--- src/rtl/div_pkg.sv ---
// ---------------------------------------------------------------------------
// div_pkg : shared states and constants for the shift/add-subtract divider
// Revision 1.0
// ---------------------------------------------------------------------------
`default_nettype none

package div_pkg;

  typedef enum logic [1:0] {
    IDLE = 2'd0,
    LOAD = 2'd1,
    RUN  = 2'd2,
    DONE = 2'd3
  } state_e;

  localparam logic [2:0] MAX_SHIFT = 3'd4;

  localparam logic OP_SUB = 1'b1;
  localparam logic OP_ADD = 1'b0;

  function automatic logic [2:0] clamp_shift(input logic [2:0] shift);
    return (shift > MAX_SHIFT) ? MAX_SHIFT : shift;
  endfunction

endpackage

`default_nettype wire

--- src/rtl/div_shift_step.sv ---
// ---------------------------------------------------------------------------
// div_shift_step : one combinational add/sub, shift and quotient-fill step
// Revision 1.0
// ---------------------------------------------------------------------------
`default_nettype none

module div_shift_step
  import div_pkg::*;
#(
  parameter int WIDTH = 8
) (
  input  logic [WIDTH-1:0] acc,
  input  logic [WIDTH-1:0] b,
  input  logic [WIDTH-1:0] qr,
  input  logic [2:0]       shift,
  input  logic             op,
  output logic [WIDTH-1:0] acc_next,
  output logic [WIDTH-1:0] qr_next,
  output logic [2:0]       shamt
);

  logic [WIDTH-1:0] sum;
  logic [WIDTH-1:0] fill;

  always_comb begin
    shamt    = clamp_shift(shift);
    sum      = (op == OP_SUB) ? (acc - b) : (acc + b);
    acc_next = sum << shamt;
    // Vacated quotient bits all take the value of the operation just done.
    fill     = {WIDTH{op}} & ~({WIDTH{1'b1}} << shamt);
    qr_next  = (qr << shamt) | fill;
  end

endmodule

`default_nettype wire

--- src/rtl/shift_div_datapath.sv ---
// ---------------------------------------------------------------------------
// shift_div_datapath : operand datapath and start/done handshake for the
// variable-shift divider. Optional watchdog under STEP_LIMIT_EN.  Rev 1.0
// ---------------------------------------------------------------------------
`default_nettype none

module shift_div_datapath
  import div_pkg::*;
#(
  parameter int WIDTH     = 8,
  parameter int CNT_INIT  = 7,
  parameter int MAX_STEPS = 15
) (
  input  logic             clk,
  input  logic             rstn,
  input  logic             start,
  input  logic [WIDTH-1:0] a_in,
  input  logic [WIDTH-1:0] b_in,
  input  logic [2:0]       shift,
  input  logic             op,
  input  logic             finish,
  output logic             ready,
  output logic             done,
  output logic [WIDTH-1:0] q_out,
  output logic [WIDTH-1:0] r_out,
  output logic [WIDTH-1:0] result,
  output logic [2:0]       counter,
  output logic             ctl_rstn,
  output logic             err
);

  localparam logic [2:0] CNT_INIT_V = 3'(CNT_INIT);

  state_e           state_q, state_d;
  logic [WIDTH-1:0] acc_q, acc_d;
  logic [WIDTH-1:0] b_q, b_d;
  logic [WIDTH-1:0] qr_q, qr_d;
  logic [2:0]       cnt_q, cnt_d;
  logic             ctl_rstn_q, ctl_rstn_d;

  logic [WIDTH-1:0] step_acc;
  logic [WIDTH-1:0] step_qr;
  logic [2:0]       step_shamt;
  logic [2:0]       cnt_sat;
  logic             limit_hit;

  div_shift_step #(
    .WIDTH (WIDTH)
  ) u_step (
    .acc      (acc_q),
    .b        (b_q),
    .qr       (qr_q),
    .shift    (shift),
    .op       (op),
    .acc_next (step_acc),
    .qr_next  (step_qr),
    .shamt    (step_shamt)
  );

  assign cnt_sat = (cnt_q > step_shamt) ? (cnt_q - step_shamt) : 3'd0;

  always_comb begin
    state_d    = state_q;
    acc_d      = acc_q;
    b_d        = b_q;
    qr_d       = qr_q;
    cnt_d      = cnt_q;
    ctl_rstn_d = ctl_rstn_q;
    case (state_q)
      IDLE: begin
        if (start) begin
          acc_d      = a_in;
          b_d        = b_in;
          qr_d       = '0;
          cnt_d      = CNT_INIT_V;
          ctl_rstn_d = 1'b0;
          state_d    = LOAD;
        end
      end
      LOAD: begin
        ctl_rstn_d = 1'b1;
        state_d    = RUN;
      end
      RUN: begin
        if (finish) begin
          state_d = DONE;
        end else begin
          acc_d = step_acc;
          qr_d  = step_qr;
          cnt_d = cnt_sat;
          if (limit_hit) begin
            state_d = DONE;
          end
        end
      end
      DONE: begin
        state_d = IDLE;
      end
      default: begin
        state_d = IDLE;
      end
    endcase
  end

  always_ff @(posedge clk or negedge rstn) begin
    if (!rstn) begin
      state_q    <= IDLE;
      acc_q      <= '0;
      b_q        <= '0;
      qr_q       <= '0;
      cnt_q      <= '0;
      ctl_rstn_q <= 1'b1;
    end else begin
      state_q    <= state_d;
      acc_q      <= acc_d;
      b_q        <= b_d;
      qr_q       <= qr_d;
      cnt_q      <= cnt_d;
      ctl_rstn_q <= ctl_rstn_d;
    end
  end

`ifdef STEP_LIMIT_EN
  localparam int RUN_W = $clog2(MAX_STEPS + 1);
  localparam logic [RUN_W-1:0] RUN_LAST = RUN_W'(MAX_STEPS - 1);

  logic [RUN_W-1:0] run_cnt_q, run_cnt_d;
  logic             err_q, err_d;
  logic             accept;
  logic             step_fire;

  assign accept    = (state_q == IDLE) && start;
  assign step_fire = (state_q == RUN) && !finish;
  // The step that completes MAX_STEPS is still applied, then the run aborts.
  assign limit_hit = (run_cnt_q == RUN_LAST);

  always_comb begin
    run_cnt_d = run_cnt_q;
    err_d     = err_q;
    if (accept) begin
      run_cnt_d = '0;
      err_d     = 1'b0;
    end else if (step_fire) begin
      run_cnt_d = run_cnt_q + 1'b1;
      if (limit_hit) begin
        err_d = 1'b1;
      end
    end
  end

  always_ff @(posedge clk or negedge rstn) begin
    if (!rstn) begin
      run_cnt_q <= '0;
      err_q     <= 1'b0;
    end else begin
      run_cnt_q <= run_cnt_d;
      err_q     <= err_d;
    end
  end

  assign err = err_q;
`else
  assign limit_hit = 1'b0;
  assign err       = 1'b0;
`endif

  assign ready    = (state_q == IDLE);
  assign done     = (state_q == DONE);
  assign result   = acc_q;
  assign r_out    = acc_q;
  assign q_out    = qr_q;
  assign counter  = cnt_q;
  assign ctl_rstn = ctl_rstn_q;

endmodule

`default_nettype wire
--- config.mk ---
export PLATFORM = sky130hd
export DESIGN_NAME = shift_div_datapath
export DESIGN_NICKNAME = d
export VERILOG_FILES = /design/src/rtl/div_pkg.sv /design/src/rtl/div_shift_step.sv /design/src/rtl/shift_div_datapath.sv
export SDC_FILE = /design/constraint.sdc
export NUM_CORES = 1
export LEC_CHECK = 0
export BUFFER_PORTS_ARGS = -buffer_cell sky130_fd_sc_hd__buf_2
export CORE_UTILIZATION = 39
export DETAILED_ROUTE_END_ITERATION = 8
export SETUP_SLACK_MARGIN = 0.05
export SLEW_MARGIN = 20
export SYNTH_ARGS = -nofsm -noshare
export SYNTH_HDL_FRONTEND = slang
export SYNTH_HIERARCHICAL = 1
export SYNTH_SLANG_ARGS = --single-unit
--- constraint.sdc ---
create_clock -name clk -period 4.5 [get_ports clk]
set_input_delay 0.9 -clock clk [delete_from_list [all_inputs] [get_ports clk]]
set_output_delay 0.9 -clock clk [all_outputs]
set_load 0.05 [all_outputs]
==> results of run 1 <==
[sequential cells by signal (all words and copies together), names as in the netlist]
name	cells
q_out	8
b_q	8
state_q	2
counter	3
ctl_rstn	1
r_out	8
[kinds of logic (layout without fill, tap and decap cells)]
group | count (synthesis) | after routing
simple gates | 80 | 80
mux | 27 | 27
other cells | 1 | 1
compound gates | 70 | 70
flops | 30 | 30
xor+xnor | 15 | 15
buf+inv | 40 | 78
fa+ha+maj | 18 | 18
[how the worst max path moves through the flow]
stage,slack (ns),to,cells after the start
after floorplan,1.25,r_out[6]$_DFFE_PN0P_,11
after global placement,1.21,r_out[6]$_DFFE_PN0P_,11
after detailed placement,1.13,r_out[6]$_DFFE_PN0P_,11
after CTS,1.42,r_out[6]$_DFFE_PN0P_,11
after global routing,1.28,r_out[7]$_DFFE_PN0P_,11
final,1.39,r_out[6]$_DFFE_PN0P_,11
[cells in the final DEF, fill, tap and decap left out, types with 2 or more instances in the layout]
cell type / instances
sky130_fd_sc_hd__nand2b_1: 3
sky130_fd_sc_hd__a311o_1: 2
sky130_fd_sc_hd__fa_1: 2
sky130_fd_sc_hd__nor2_1: 29
sky130_fd_sc_hd__o21ai_0: 8
sky130_fd_sc_hd__nor3_1: 4
sky130_fd_sc_hd__nand2_1: 36
sky130_fd_sc_hd__ha_1: 16
sky130_fd_sc_hd__mux2_2: 12
sky130_fd_sc_hd__nor2b_1: 3
sky130_fd_sc_hd__a31oi_1: 4
sky130_fd_sc_hd__xnor2_1: 11
sky130_fd_sc_hd__dfrtp_1: 29
sky130_fd_sc_hd__clkbuf_8: 8
sky130_fd_sc_hd__a211oi_1: 4
sky130_fd_sc_hd__buf_2: 53
sky130_fd_sc_hd__a21oi_1: 18
sky130_fd_sc_hd__mux2i_1: 15
sky130_fd_sc_hd__inv_1: 15
sky130_fd_sc_hd__a22o_1: 9
sky130_fd_sc_hd__xor2_1: 4
sky130_fd_sc_hd__o21ai_1: 9
[tightest hold or removal path, stage by stage, from the launching register on]
cell	delay (ns)
sky130_fd_sc_hd__dfstp_2	0.37
sky130_fd_sc_hd__nor2_1	0.08
sky130_fd_sc_hd__a21oi_1	0.04
[stage by stage]
stage,hold WS [ns],cell area (um^2),util,setup WS [ns],cells
finish,0.495,2770,0.462,1.39,394
global route,0.512,2770,0.462,1.28,394
CTS,0.497,2770,0.462,1.42,394
detailed placement,0.488,2660,0.443,1.13,386
global placement,0.484,2660,0.443,1.21,386
floorplan,0.500,2460,-,1.25,281
[routing by layer]
layer / global-route usage / share of wire / wire (um) / vias up
li1: - / - / - / 1040
met1: 0.262 / 0.47 / 2660 / 952
met2: 0.280 / 0.44 / 2490 / 67
met3: 0.0449 / 0.072 / 404 / 6
met4: 0.0589 / 0.013 / 74 / 0
met5: 0 / 0 / 0 / -
[layout make-up]
type,count,area (um^2),area share
multi-input combinational,211,1480,0.534
inverter,16,60.1,0.0217
sequential,30,752,0.272
timing repair buffer,54,273,0.0986
clock buffer,8,110,0.0398
tap,75,93.8,0.0339
==> results.cfg, run 1 <==
[detailed_routing]
remaining_drc_errors = 0
via_per_inst = 5.24
drt_first_iter_violations = 158
drt-total-wl_mm = 5.63
post_drt_wl_per_cell_um = 14.3
drt_pass1_iterations = 4
via_count = 2065
postRouteAntennaNets = 0

[global_routing]
grt_first_pass_wirelength_mm = 9.38
grt_overflow_total = 0
grt.total_usage = 0.187
grt_max_degree = 31
number_of_antenna_violations_at_the_first_check_in_global_routing = 0
number_of_global_route_vias_before_repair = 1893

[flow_run]
max_capacitance_violation_total = 0

[synth]
synth_top_family_by_area = compound AO/OA/AOI/OAI gates
synth_most_common_cell = sky130_fd_sc_hd__nand2_1
ys.warnings.count = 6
synth.cell_area_mm2 = 0.00246
netlist-cell-type-count = 49
synth_xor_xnor_area_share = 0.0534
synth_seq_cells = 30
async_flop_share = 1.00
post_synth_and_or_nand_nor_area_fraction = 0.136
yosys.area_share.adder = 0.0977
synth_area_leaders = sky130_fd_sc_hd__dfrtp_1 30%, sky130_fd_sc_hd__ha_1 8.1%, sky130_fd_sc_hd__mux2i_1 6.1%
synth_flop_cell = sky130_fd_sc_hd__dfrtp_1
synth_edf_count = 0
synth.net_count = 323
post_synth_most_frequent_cells = 36 x sky130_fd_sc_hd__nand2_1, 29 x sky130_fd_sc_hd__dfrtp_1, 29 x sky130_fd_sc_hd__nor2_1
synth_compound_gate_area_share = 0.195
muxShareOfSynthArea = 0.116
post_synth.cell_area_avg_um2 = 8.75
syn_inst = 281
yosysTopAreaCell = sky130_fd_sc_hd__dfrtp_1
synth_largest_type_area_fraction = 0.295
sequential_fraction_of_the_synthesis_area = 0.306

[timing]
clock.fmax_mhz = 322
worst_case_clock_skew_ns = 0.00519
rsz0062_at_grt = no
setup-tns-final_ns = 0
setup_viols_final = 0
timing.slew.headroom = 0.438
finalHoldViolCount = 0
report.final.slew_viol_count = 0
min_period_over_period = 0.690
layout_min_cycle_time_ns = 3.11
timing_worst_slew_pin_value_ns = 0.844

[cells_and_area]
flow.area_growth_from_synthesis_pct = 12.5
finish.net_count = 360
final_layout_size_suffix_gt1_frac = 0.257
insertedDiodeCount = 0
fillCellCount = 585

[cts]
worst_skew_pair_latency_ns = 0.29
post_cts_hold_buffer_count = 0
cts.root.buffer_cell = sky130_fd_sc_hd__clkbuf_8
cts.clk_slew.worst_paths_ns = 0.07
post_cts_resize_count = 0
tritoncts.num_buffers = 5
cts.htree.levels = 2
clock_sink_count = 30
tritoncts = built
post_cts.repair.setup_buffers = 0
ctsLongestPathBuffers = 2

[floorplanning]
die_width_um = 81.4
die_ar_mm2 = 0.00663
chipHeight_um = 81.4
start_util = 0.410
std_cell_rows = 28
fp.coreArea_mm2 = 0.00599
top_level_ports = 55

[worst_setup_path]
crit_required_ns = 4.71
r2r_slack_ns = 1.55
critical_path.endpoint_type = flip-flop
worst_endpoint_data_arrival_time_ns = 3.32
crit_buf_inv = 1
crit_path_start_kind = input port
crit_path_cell_chain = buf_2, mux2_2, fa_1, nand2b_1, a21oi_2, xnor2_1, mux2_2, a22o_1, a211oi_2, mux2i_1, o21ai_1
rr_worst_depth = 12
crit_start = op
reg2reg_from = b_q[0]$_DFFE_PN0P_
regToRegEndpoint = r_out[6]$_DFFE_PN0P_
worst_path_dominant_cell_family = multiplexers
worst-path-max-fanout = 11
ws_path_type = input port to flip-flop
critical-path-max-stage-delay_ns = 0.46
slowest_cell_on_the_critical_path = sky130_fd_sc_hd__fa_1
critical-path-top-cell-by-count = sky130_fd_sc_hd__mux2_2

[placed_design]
gp_congestion = 0.799
placement.io_buffers = 53
detailedPlacementHpwl_mm = 4.08

[outcome]
run_status = completed

[min_path]
min_path_cells = 2
hold_path_end = ctl_rstn$_DFFE_PN1P_
holdCritStartpoint = ctl_rstn$_DFFE_PN1P_
hold_path.class = flip-flop to flip-flop
Power of run 1 is left out: the tool's default activity adds up to more than one toggle a clock period on the data nets, which glitch-free logic cannot reach.
==> run 2: changes to the inputs <==
clock period = 2.6 ns   (was 4.5 ns; I/O delays follow)
==> run 2 against run 1 <==
- the flow now finishes with violations (setup timing)
- worst hold slack got worse by 0.20 ns
- routed wire length grew 9.4%
- worst setup slack worse by 1.5 ns
- clock skew up 0.0017 ns
- design area rose by 10%
- largest cell class unchanged
==> results.cfg, run 2 (synthesis gave the netlist of run 1 again) <==
[worst_setup_path]
critical-path-max-stage-delay_ns = 0.43
regToRegEndpoint = r_out[6]$_DFFE_PN0P_
crit_buf_inv = 1
worst_endpoint_data_arrival_time_ns = 2.88
crit_start = b_q[1]$_DFFE_PN0P_
ws_path_type = flip-flop to flip-flop
crit_path_cell_chain = inv_2, ha_4, mux2_4, fa_2, nand2b_4, a21oi_4, xnor2_2, mux2_2, a22o_1, a211oi_2, mux2i_1, o21ai_1
reg2reg_from = b_q[1]$_DFFE_PN0P_
worst_path_dominant_cell_family = compound AO/OA/AOI/OAI gates
slowest_cell_on_the_critical_path = sky130_fd_sc_hd__dfrtp_1
rr_worst_depth = 12
crit_path_start_kind = flip-flop
r2r_slack_ns = -0.07
critical_path.endpoint_type = flip-flop
crit_required_ns = 2.82
worst-path-max-fanout = 4

[cts]
post_cts_hold_buffer_count = 0
cts.root.buffer_cell = sky130_fd_sc_hd__clkbuf_8
ctsLongestPathBuffers = 2
worst_skew_pair_latency_ns = 0.28
cts.htree.levels = 2
clock_sink_count = 30
tritoncts.num_buffers = 5
cts.clk_slew.worst_paths_ns = 0.07
tritoncts = built

[min_path]
hold_path.class = input port to async pin

[global_routing]
grt.total_usage = 0.190
number_of_antenna_violations_at_the_first_check_in_global_routing = 0
grt_first_pass_wirelength_mm = 9.58
number_of_global_route_vias_before_repair = 1961
grt_overflow_total = 0
grt_max_degree = 31

[floorplanning]
fp.coreArea_mm2 = 0.00599
std_cell_rows = 28
die_width_um = 81.4
start_util = 0.410
top_level_ports = 55
chipHeight_um = 81.4
die_ar_mm2 = 0.00663

[placed_design]
placement.io_buffers = 53
gp_congestion = 0.790
placement.setup.worst_slack_ns = -0.0376
detailedPlacementHpwl_mm = 4.27

[outcome]
run_status = finished, violations left
failing_checks = setup timing

[cells_and_area]
mostFrequentLayoutCells = 53 x sky130_fd_sc_hd__buf_2, 36 x sky130_fd_sc_hd__nand2_1, 29 x sky130_fd_sc_hd__dfrtp_1
layout.cells.most_common = sky130_fd_sc_hd__buf_2
flow.area_growth_from_synthesis_pct = 23.7
fillCellCount = 578
final_layout_size_suffix_gt1_frac = 0.368
insertedDiodeCount = 0
finish.net_count = 381

[detailed_routing]
drt_pass1_iterations = 4
via_per_inst = 5.23
post_drt_wl_per_cell_um = 14.8
remaining_drc_errors = 0
postRouteAntennaNets = 0
drt-total-wl_mm = 6.16
via_count = 2169
drt_first_iter_violations = 179

[timing]
finalHoldViolCount = 0
setup-tns-final_ns = -0.0663
timing_worst_slew_pin_value_ns = 0.728
rsz0062_at_grt = yes
layout_min_cycle_time_ns = 2.67
worst_case_clock_skew_ns = 0.00692
clock.fmax_mhz = 375
setup_viols_final = 1
min_period_over_period = 1.03
report.final.slew_viol_count = 0
worst_slack_ns = -0.0663
timing.slew.headroom = 0.515

[flow_run]
max_capacitance_violation_total = 0
==> run 2: changes by cell type in the layout (fill, tap and decap cells not counted), sizes merged <==
cell      change
clkinvlp      +1
clkinv        +1
buf          +21
clkbuf        -2
==> run 2: per-layer routing <==
| layer | vias to the layer above | routed length, um | GRT usage |
|---|---|---|---|
| met3 | 6 | 280 | 0.0315 |
| met4 | 0 | 63 | 0.0536 |
| li1 | 1081 | - | - |
| met5 | - | 0 | 0 |
| met2 | 58 | 2890 | 0.300 |
| met1 | 1024 | 2920 | 0.264 |
==> run 2: cell type report <==
type | instances | area [um^2] | share of cell area
clock buffers | 6 | 82.6 | 0.0272
inverters | 16 | 60.1 | 0.0198
repair buffers | 75 | 430 | 0.142
well taps | 75 | 93.8 | 0.0309
flip-flops and latches | 30 | 752 | 0.247
clock inverters | 2 | 12.5 | 0.00412
multi-input cells | 211 | 1610 | 0.529
==> run 2: worst max-delay path by stage <==
stage / cells after the start / end
after floorplan: 11 / r_out[6]$_DFFE_PN0P_
after detailed placement: 13 / r_out[6]$_DFFE_PN0P_
after global routing: 13 / r_out[6]$_DFFE_PN0P_
final: 12 / r_out[6]$_DFFE_PN0P_
after CTS: 12 / r_out[6]$_DFFE_PN0P_
after global placement: 11 / r_out[6]$_DFFE_PN0P_
==> run 2: stage by stage <==
stage	instances	utilization	hold WS, ns	cell area (um^2)
2_1_floorplan	281	-	0.224	2500
3_3_place_gp	404	0.471	0.483	2820
3_5_place_dp	404	0.471	0.493	2820
4_1_cts	413	0.491	0.317	2940
5_1_grt	415	0.508	0.347	3040
6_report	415	0.508	0.291	3040
==> run 2: worst register-to-register path: stages, from the launching register on <==
cell and delay [ns]:
sky130_fd_sc_hd__dfrtp_1 0.43, sky130_fd_sc_hd__inv_2 0.08, sky130_fd_sc_hd__ha_4 0.19, sky130_fd_sc_hd__mux2_4 0.28, sky130_fd_sc_hd__fa_2 0.34, sky130_fd_sc_hd__nand2b_4 0.16, sky130_fd_sc_hd__a21oi_4 0.14, sky130_fd_sc_hd__xnor2_2 0.10
sky130_fd_sc_hd__mux2_2 0.27, sky130_fd_sc_hd__a22o_1 0.20, sky130_fd_sc_hd__a211oi_2 0.19, sky130_fd_sc_hd__mux2i_1 0.10, sky130_fd_sc_hd__o21ai_1 0.13
==> run 2: timing repair <==
action                     in CTS  in global routing
pin swaps                       6                  6
setup endpoints to repair       4                  6
setup buffers                   1                  2
resized for setup               3                 17
Power of run 2 is left out for the same reason.
